**src/rtl/rpct_upd_ctrl.sv**
```systemverilog
// Return-PC-table update controller: sweeps the rpct sets clear at init, then
// queues exe-stage call/ret updates and issues them one per cycle. Optional flush: RPCT_UPD_FLUSH_EN.
module rpct_upd_ctrl #(
   parameter int SET_NUM = 8,
   parameter int QDEPTH  = 4
) (
   input  logic                       clk,
   input  logic                       resetn,
   input  logic                       reinit,
   input  logic                       call_valid,
   input  logic [31:0]                call_pc,
   input  logic [31:0]                call_ret_pc,
   input  logic                       ret_valid,
   input  logic [31:0]                jrra_pc,
   input  logic [31:0]                ret_tgt_pc,
   input  logic                       flush,
   output logic                       upd_ready,
   output logic                       is_call,
   output logic                       is_ret,
   output logic [31:0]                call_pc_o,
   output logic [31:0]                ret_pc_o,
   output logic [31:0]                jrra_pc_o,
   output logic                       init_we,
   output logic [$clog2(SET_NUM)-1:0] init_idx,
   output logic                       init_done,
   output logic [7:0]                 drop_cnt
);
   localparam int IDX_W = $clog2(SET_NUM);
   localparam int PTR_W = $clog2(QDEPTH);
   localparam int OCC_W = PTR_W + 1;

   typedef enum logic {ST_INIT, ST_RUN} state_t;

   state_t             state_reg, state_next;
   logic [IDX_W-1:0]   init_idx_reg, init_idx_next;
   logic [PTR_W-1:0]   wr_ptr_reg, wr_ptr_next;
   logic [PTR_W-1:0]   rd_ptr_reg, rd_ptr_next;
   logic [OCC_W-1:0]   occ_reg, occ_next;
   logic [7:0]         drop_cnt_reg, drop_cnt_next;

   // Payload storage; type bit is 1 for a RET entry
   logic               type_mem [QDEPTH];
   logic [31:0]        a_mem    [QDEPTH];
   logic [31:0]        b_mem    [QDEPTH];

   logic               flush_act;
   logic               fifo_clear;
   logic               call_push, ret_push, call_drop, ret_drop;
   logic               head_valid, head_type;
   logic [1:0]         n_push, n_drop;
   logic [8:0]         drop_sum;
   logic               wr0_en, wr1_en, wr0_type;
   logic [31:0]        wr0_a, wr0_b;
   logic [PTR_W-1:0]   wr1_ptr;

`ifdef RPCT_UPD_FLUSH_EN
   assign flush_act = flush;
`else
   logic unused_flush;
   assign unused_flush = flush;
   assign flush_act    = 1'b0;
`endif

   assign upd_ready = (occ_reg <= OCC_W'(QDEPTH - 2));

   assign call_push = call_valid &&  upd_ready && !flush_act;
   assign ret_push  = ret_valid  &&  upd_ready && !flush_act;
   assign call_drop = call_valid && !upd_ready && !flush_act;
   assign ret_drop  = ret_valid  && !upd_ready && !flush_act;
   assign n_push    = {1'b0, call_push} + {1'b0, ret_push};
   assign n_drop    = {1'b0, call_drop} + {1'b0, ret_drop};

   assign head_valid = (state_reg == ST_RUN) && (occ_reg != '0) && !flush_act;
   assign head_type  = type_mem[rd_ptr_reg];

   assign is_call   = head_valid && !head_type;
   assign is_ret    = head_valid &&  head_type;
   assign call_pc_o = is_call    ? a_mem[rd_ptr_reg] : 32'd0;
   assign jrra_pc_o = is_ret     ? a_mem[rd_ptr_reg] : 32'd0;
   assign ret_pc_o  = head_valid ? b_mem[rd_ptr_reg] : 32'd0;

   assign init_we   = (state_reg == ST_INIT);
   assign init_done = (state_reg == ST_RUN);
   assign init_idx  = init_idx_reg;
   assign drop_cnt  = drop_cnt_reg;

   always_comb begin
      state_next    = state_reg;
      init_idx_next = init_idx_reg;
      fifo_clear    = 1'b0;
      case (state_reg)
         ST_INIT: begin
            if (reinit) begin
               init_idx_next = '0;
            end else if (init_idx_reg == IDX_W'(SET_NUM - 1)) begin
               state_next    = ST_RUN;
               init_idx_next = '0;
            end else begin
               init_idx_next = init_idx_reg + 1'b1;
            end
         end
         ST_RUN: begin
            if (reinit) begin
               state_next    = ST_INIT;
               init_idx_next = '0;
               fifo_clear    = 1'b1;
            end
         end
         default: begin
            state_next    = ST_INIT;
            init_idx_next = '0;
         end
      endcase
   end

   always_comb begin
      wr_ptr_next = wr_ptr_reg + PTR_W'(n_push);
      rd_ptr_next = rd_ptr_reg + PTR_W'(head_valid);
      occ_next    = occ_reg + OCC_W'(n_push) - OCC_W'(head_valid);
      if (fifo_clear || flush_act) begin
         wr_ptr_next = '0;
         rd_ptr_next = '0;
         occ_next    = '0;
      end
      drop_sum      = {1'b0, drop_cnt_reg} + 9'(n_drop);
      drop_cnt_next = drop_sum[8] ? 8'hFF : drop_sum[7:0];
   end

   always_ff @(posedge clk or negedge resetn) begin
      if (!resetn) begin
         state_reg    <= ST_INIT;
         init_idx_reg <= '0;
         wr_ptr_reg   <= '0;
         rd_ptr_reg   <= '0;
         occ_reg      <= '0;
         drop_cnt_reg <= '0;
      end else begin
         state_reg    <= state_next;
         init_idx_reg <= init_idx_next;
         wr_ptr_reg   <= wr_ptr_next;
         rd_ptr_reg   <= rd_ptr_next;
         occ_reg      <= occ_next;
         drop_cnt_reg <= drop_cnt_next;
      end
   end

   // Port 0 takes the CALL when present, otherwise the lone RET; port 1 only on a dual push
   assign wr0_en   = call_push || ret_push;
   assign wr1_en   = call_push && ret_push;
   assign wr0_type = !call_push;
   assign wr0_a    = call_push ? call_pc     : jrra_pc;
   assign wr0_b    = call_push ? call_ret_pc : ret_tgt_pc;
   assign wr1_ptr  = wr_ptr_reg + 1'b1;

   always_ff @(posedge clk) begin
      if (wr0_en) begin
         type_mem[wr_ptr_reg] <= wr0_type;
         a_mem[wr_ptr_reg]    <= wr0_a;
         b_mem[wr_ptr_reg]    <= wr0_b;
      end
      if (wr1_en) begin
         type_mem[wr1_ptr] <= 1'b1;
         a_mem[wr1_ptr]    <= jrra_pc;
         b_mem[wr1_ptr]    <= ret_tgt_pc;
      end
   end
endmodule
```
**config.mk**
```make
export PLATFORM = sky130hd
export DESIGN_NAME = rpct_upd_ctrl
export DESIGN_NICKNAME = d
export VERILOG_FILES = /design/src/rtl/rpct_upd_ctrl.sv
export SDC_FILE = /design/constraint.sdc
export NUM_CORES = 1
export LEC_CHECK = 0
export CAP_MARGIN = 20
export CORE_ASPECT_RATIO = 2
export CORE_MARGIN = 5
export CORE_UTILIZATION = 54
export DETAILED_ROUTE_END_ITERATION = 6
export GPL_TIMING_DRIVEN = 0
export PLACE_DENSITY = 0.81
export SLEW_MARGIN = 20
export SYNTH_ARGS = -nofsm -noshare
export SYNTH_HDL_FRONTEND = slang
export SYNTH_SLANG_ARGS = --single-unit
```
**constraint.sdc**
```tcl
create_clock -name clk -period 7.7 [get_ports clk]
set_clock_uncertainty 0.05 [all_clocks]
set_input_delay 1.155 -clock clk [delete_from_list [all_inputs] [get_ports clk]]
set_output_delay 1.155 -clock clk [all_outputs]
set_load 0.02 [all_outputs]
```
==> impl_metrics.ini, run 1 <==
[synthesis]
async_reset_ff_frac = 0.06810
yosysTopAreaCell = edfxtp_1
synth.area.top_cells = edfxtp_1 (53%), mux2_2 (18%), mux4_2 (10%)
syn_area_mm2 = 0.01439
syn_area_per_cell_um2 = 16.97
synth.most_common_cell = edfxtp_1
ys_ff_latch = 279
synthDistinctLibCells = 44
ys_seq_area_frac = 0.5729
synth_fp_nets = 993
synth_common_cells = edfxtp_1 (256), mux2_2 (231), and2_1 (68)
ys_warn_count = 0
synthCells = 848
synth_top_area_frac = 0.5343
synth_edf_count = 256
synthFlopType = edfxtp_1

[grt]
grt_pass1_vias = 9548
grt_max_degree = 40
antenna_found_initial = 5
gr-usage-all-layers = 0.2406
overflow = 0
grt_pass1_wl_um = 55770

[sta]
fin_crit_ns = 4.556
drv_slew = 0
holdWs_ns = 0.4678
rsz0062_at_grt = no
fmax_mhz = 219.5
worst_pin_slew_ns = 0.9230
setup_violations = 0
slew_headroom = 0.3832
hold_violations = 0
fin_crit_sh = 0.5917
finalSetupTns_ns = 0

[final_layout]
stdcell_area_mm2 = 0.01848
final_nets = 1276
drive_gt1_frac = 0.3643
layout.cells.non_filler = 1500
area_growth_syn_to_layout_pct = 28.43
fill_cells = 1781

[placement]
post-dp-hpwl_um = 25840
place.gp.congestion = 0.8047
dp_cells = 1448
portBuffers = 242
placed_cell_area_mm2 = 0.01758

[cts]
postCtsSetupBuffers = 0
cts.reportedPaths.clkPinSlew_ns = 0.07
cts_tree = yes
ctsHoldBuffers = 0
clock_latency_ns = 0.55
postCtsResizedCells = 0
h-tree-depth = 1
clock_path_buffers = 3
cts_root_buf = clkbuf_16
numClockSinks = 279
cts_buffers = 25

[drt]
via_count = 8708
drc = 0
ant_nets = 0
wl_met2_um = 20710
viasPerCell = 5.805
drtIter0Drc = 521
wl_met3_um = 1526
wl_met1_um = 13130
wl_per_cell_um = 24.46
dr.pass1.iters = 4
top_layer = met4
totalWireLength_um = 36690

[pwr]
p_leak_nw = 6.580
clkPwrFrac = 0.217
seq_power_share = 0.386
p_per_area_mw_per_mm2 = 340.4
power.switching_mw = 1.960
vdd_drop_max_mv = 0.2366
internal-power_mw = 4.330
p_sw_frac = 0.3115
comb_power_share = 0.397

[setup_path]
reg2reg_depth = 8
cp_max_fo = 10
crit_type = flop to output pin
cp.arrival_ns = 3.35
cp_data_required_time_ns = 6.49
regToRegSetupSlack_ns = 4.25
cp-start-kind = flop
end_kind = output pin

[floorplanning]
ios = 246
die_area_mm2 = 0.03021
die_h_um = 240.9
dieWidth_um = 125.4
placementRows = 84
coreArea_mm2 = 0.02628
floorplan.initialDensity = 0.5476

[hold_path]
hold_depth = 1
hold_path.class = flop to flop

[outcome]
status = finished clean

[flow_run]
cap_viol_max_count = 0
==> stage by stage <==
| step | util | worst slack [ns] | total power, mW |
|---|---|---|---|
| after floorplan | - | 0.1904 | 4.110 |
| after global placement | 0.6562 | -4.314 | 4.829 |
| after detailed placement | 0.6691 | 3.541 | 4.976 |
| after CTS | 0.7027 | 3.130 | 6.349 |
| after global routing | 0.7032 | 3.074 | 6.568 |
| final | 0.7033 | 3.144 | 6.290 |
==> layout make-up <==
| class | instances | area [µm²] | area share |
|---|---|---|---|
| flip-flops and latches | 279 | 8243 | 0.4461 |
| plain buffers | 58 | 426.7 | 0.02309 |
| diodes | 6 | 15.01 | 0.0008125 |
| clock buffers | 28 | 636.9 | 0.03446 |
| repair buffers | 256 | 2726 | 0.1475 |
| inverters | 11 | 41.29 | 0.002234 |
| clock inverters | 18 | 245.2 | 0.01327 |
| well taps | 344 | 430.4 | 0.02329 |
| multi-input cells | 500 | 5714 | 0.3092 |
==> path summary, 6_finish.rpt <==
check | startpoint | end
min in group asynchronous | resetn | occ_reg[1]
min | type_mem[0] | type_mem[0]
max in group asynchronous | resetn | drop_cnt[2]
min reg2reg | type_mem[0] | type_mem[0]
max reg2reg | occ_reg[0] | a_mem[1][18]
max | rd_ptr_reg[0] | call_pc_o[3]
==> cells in the final DEF (no fill, tap or decap), types with 3 or more instances in the layout <==
master	netlist	final
edfxtp_1	256	256
clkdlybuf4s50_1	0	242
mux2_2	231	231
and2_1	68	68
mux4_2	65	65
and3_1	34	34
buf_6	25	26
clkbuf_1	22	25
clkbuf_16	0	25
mux2_4	20	20
dfrtp_1	19	19
inv_1	9	9
ha_1	9	9
buf_2	8	8
nand2_1	8	7
a21oi_1	7	7
xnor2_1	7	7
buf_16	0	7
diode_2	0	6
mux2_1	6	6
nor2_1	8	6
bufinv_16	0	6
clkinv_2	0	6
nor2b_1	4	4
buf_8	0	4
dfxtp_1	4	4
a31oi_1	3	3
buf_4	3	3
clkinv_1	0	3
==> layer usage <==
metal | track usage | up-vias
li1 | - | 3911
met1 | 0.2694 | 4472
met2 | 0.4586 | 265
met3 | 0.03145 | 60
met4 | 0.09737 | 0
met5 | 0 | -
==> logic make-up after synthesis <==
group | Yosys count | synth area share
buffers and inverters | 69 | 0.03252
adders and majority gates | 11 | 0.01061
muxes | 324 | 0.3095
AOI/OAI and AO/OA | 22 | 0.01322
DFF | 279 | 0.5729
xor gates and xnor gates | 7 | 0.004261
and+or+nand+nor | 136 | 0.05704
==> power by group through the flow <==
stage | combinational (mW) | sequential [mW] | clock, mW
final | 2.50 | 2.43 | 1.36
after global routing | 2.65 | 2.47 | 1.45
after global placement | 2.29 | 2.54 | 0
after floorplan | 1.62 | 2.49 | 0
after CTS | 2.53 | 2.44 | 1.38
after detailed placement | 2.51 | 2.46 | 0
==> critical path, stage by stage, from the launching register on <==
cell	delay, ns
dfrtp_1	0.41
mux4_2	0.65
nor2b_2	0.35
clkbuf_1	0.48
and2_1	0.27
clkdlybuf4s50_1	0.62
(Power assumes the default switching activity.)
==> run 2, diff against run 1 <==
clock period = 4.7 ns   (was 7.7 ns; I/O delays follow)
==> impl_metrics.ini, run 2 (same netlist as run 1, synthesis figures left out) <==
[floorplanning]
dieWidth_um = 125.4
die_area_mm2 = 0.03021
placementRows = 84
coreArea_mm2 = 0.02628
die_h_um = 240.9
floorplan.initialDensity = 0.5476
ios = 246

[cts]
cts_root_buf = clkbuf_16
numClockSinks = 279
clock_path_buffers = 3
postCtsResizedCells = 0
h-tree-depth = 1
cts_tree = yes
postCtsSetupBuffers = 0
cts.reportedPaths.clkPinSlew_ns = 0.07
ctsHoldBuffers = 0
cts_buffers = 26
clock_latency_ns = 0.55

[pwr]
p_per_area_mw_per_mm2 = 555.1
p_leak_nw = 6.576
vdd_drop_max_mv = 0.3993
power_mw = 10.24

[drt]
wl_per_cell_um = 24.11
drtIter0Drc = 526
totalWireLength_um = 36210
viasPerCell = 5.743
via_count = 8626
dr.pass1.iters = 4
ant_nets = 0
drc = 0

[setup_path]
cp_top_family = buffers and inverters
crit_type = flop to output pin
cp_max_fo = 10
worst-path-buf-inv = 2
cp-start-kind = flop
worst_path_max_delay_cell = mux4_2
cp_data_required_time_ns = 3.94
critPathMaxStageDelay_ns = 0.62
crit_start = rd_ptr_reg[0]
r2r_start = occ_reg[0]
end_kind = output pin
cp.arrival_ns = 3.15
path_cells = mux4_2 -> nor2b_2 -> clkbuf_1 -> and2_1 -> clkdlybuf4s50_1

[sta]
drv_slew = 0
slew_headroom = 0.4004
worst_pin_slew_ns = 0.8973
fin_crit_ns = 3.908
setup_violations = 0
fmax_mhz = 255.9
fin_crit_sh = 0.8314
hold_violations = 0
rsz0062_at_grt = no

[final_layout]
layout_common_cells = edfxtp_1 (256), clkdlybuf4s50_1 (242), mux2_2 (231)
area_growth_syn_to_layout_pct = 28.23
drive_gt1_frac = 0.3672
final_nets = 1277
layout_commonest_cell = edfxtp_1
fill_cells = 1821
layout.cells.non_filler = 1502

[placement]
dp_cells = 1448
post-dp-hpwl_um = 25580
portBuffers = 242
place.gp.congestion = 0.8287

[outcome]
status = finished clean

[grt]
gr-usage-all-layers = 0.2361
grt_pass1_wl_um = 54780
grt_pass1_vias = 9551
grt_max_degree = 35
overflow = 0
antenna_found_initial = 6

[flow_run]
cap_viol_max_count = 0

[hold_path]
hold_path.class = flop to flop
min_from = drop_cnt[7]
-- run 2: changes by cell type in the layout (fill, tap and decap cells not counted) --
cell,change
buf_12,+2
buf_16,-5
buf_6,+2
buf_8,+1
bufinv_16,-2
clkbuf_1,+1
clkbuf_16,+2
clkbuf_8,+3
clkinv_1,-3
clkinv_4,+2
inv_6,-1
-- run 2: worst register-to-register path, stage by stage (launching register included) --
cell      delay [ns]
dfrtp_1         0.43
a21oi_4         0.40
and2_0          0.19
clkbuf_1        0.26
ha_1            0.29
inv_2           0.11
o311ai_4        0.81
buf_6           0.27
mux2_2          0.36
-- run 2: cell type report --
class	instances	area, µm²	share of cell area
antenna	6	15.01	0.0008137
buffer	58	426.7	0.02312
clock buffer	34	732.0	0.03967
clock inverter	14	182.7	0.009900
inverter	11	41.29	0.002238
multi-input combinational	500	5714	0.3097
sequential	279	8243	0.4467
tap	344	430.4	0.02333
timing repair buffer	256	2666	0.1445
-- run 2: per-layer routing --
layer	global-route usage	vias to the layer above	wire length, µm
met1	0.2561	4380	12630
met4	0.09901	0	1374
met3	0.03477	71	1759
met2	0.4540	264	20440
met5	0	-	0
li1	-	3911	-
-- run 2: power breakdown --
group / internal (mW) / switching, mW / total, mW / leakage, nW
logic: 1.98 / 2.01 / 3.99 / 3.51
registers: 3.75 / 0.229 / 3.98 / 2.62
clock network: 1.32 / 0.948 / 2.27 / 0.448
-- run 2: stage by stage --
| step | hold slack [ns] | setup TNS (ns) | util | cell area [µm²] | setup WS [ns] |
|---|---|---|---|---|---|
| 6_report | 0.4394 | 0 | 0.7022 | 18450 | 0.7923 |
| 5_1_grt | 0.4592 | 0 | 0.7022 | 18450 | 0.6754 |
| 4_1_cts | 0.4409 | 0 | 0.7017 | 18440 | 0.7116 |
| 3_3_place_gp | 0.4191 | -622.88 | 0.6564 | 17250 | -3.063 |
| 2_1_floorplan | 0.3594 | -62.82 | - | 14390 | -0.3275 |
| 3_5_place_dp | 0.4276 | 0 | 0.6669 | 17520 | 1.006 |
-- run 2: path summary, 6_finish.rpt --
kind                                end  slack, ns  cells after the start
setup reg to reg           b_mem[3][16]       1.27                      8
max in group asynchronous    occ_reg[2]       3.47                      1
setup / recovery           call_pc_o[6]       0.79                      5
hold reg to reg             drop_cnt[7]       0.44                      1
min in group asynchronous   drop_cnt[3]       0.60                      1
hold / removal              drop_cnt[7]       0.44                      1
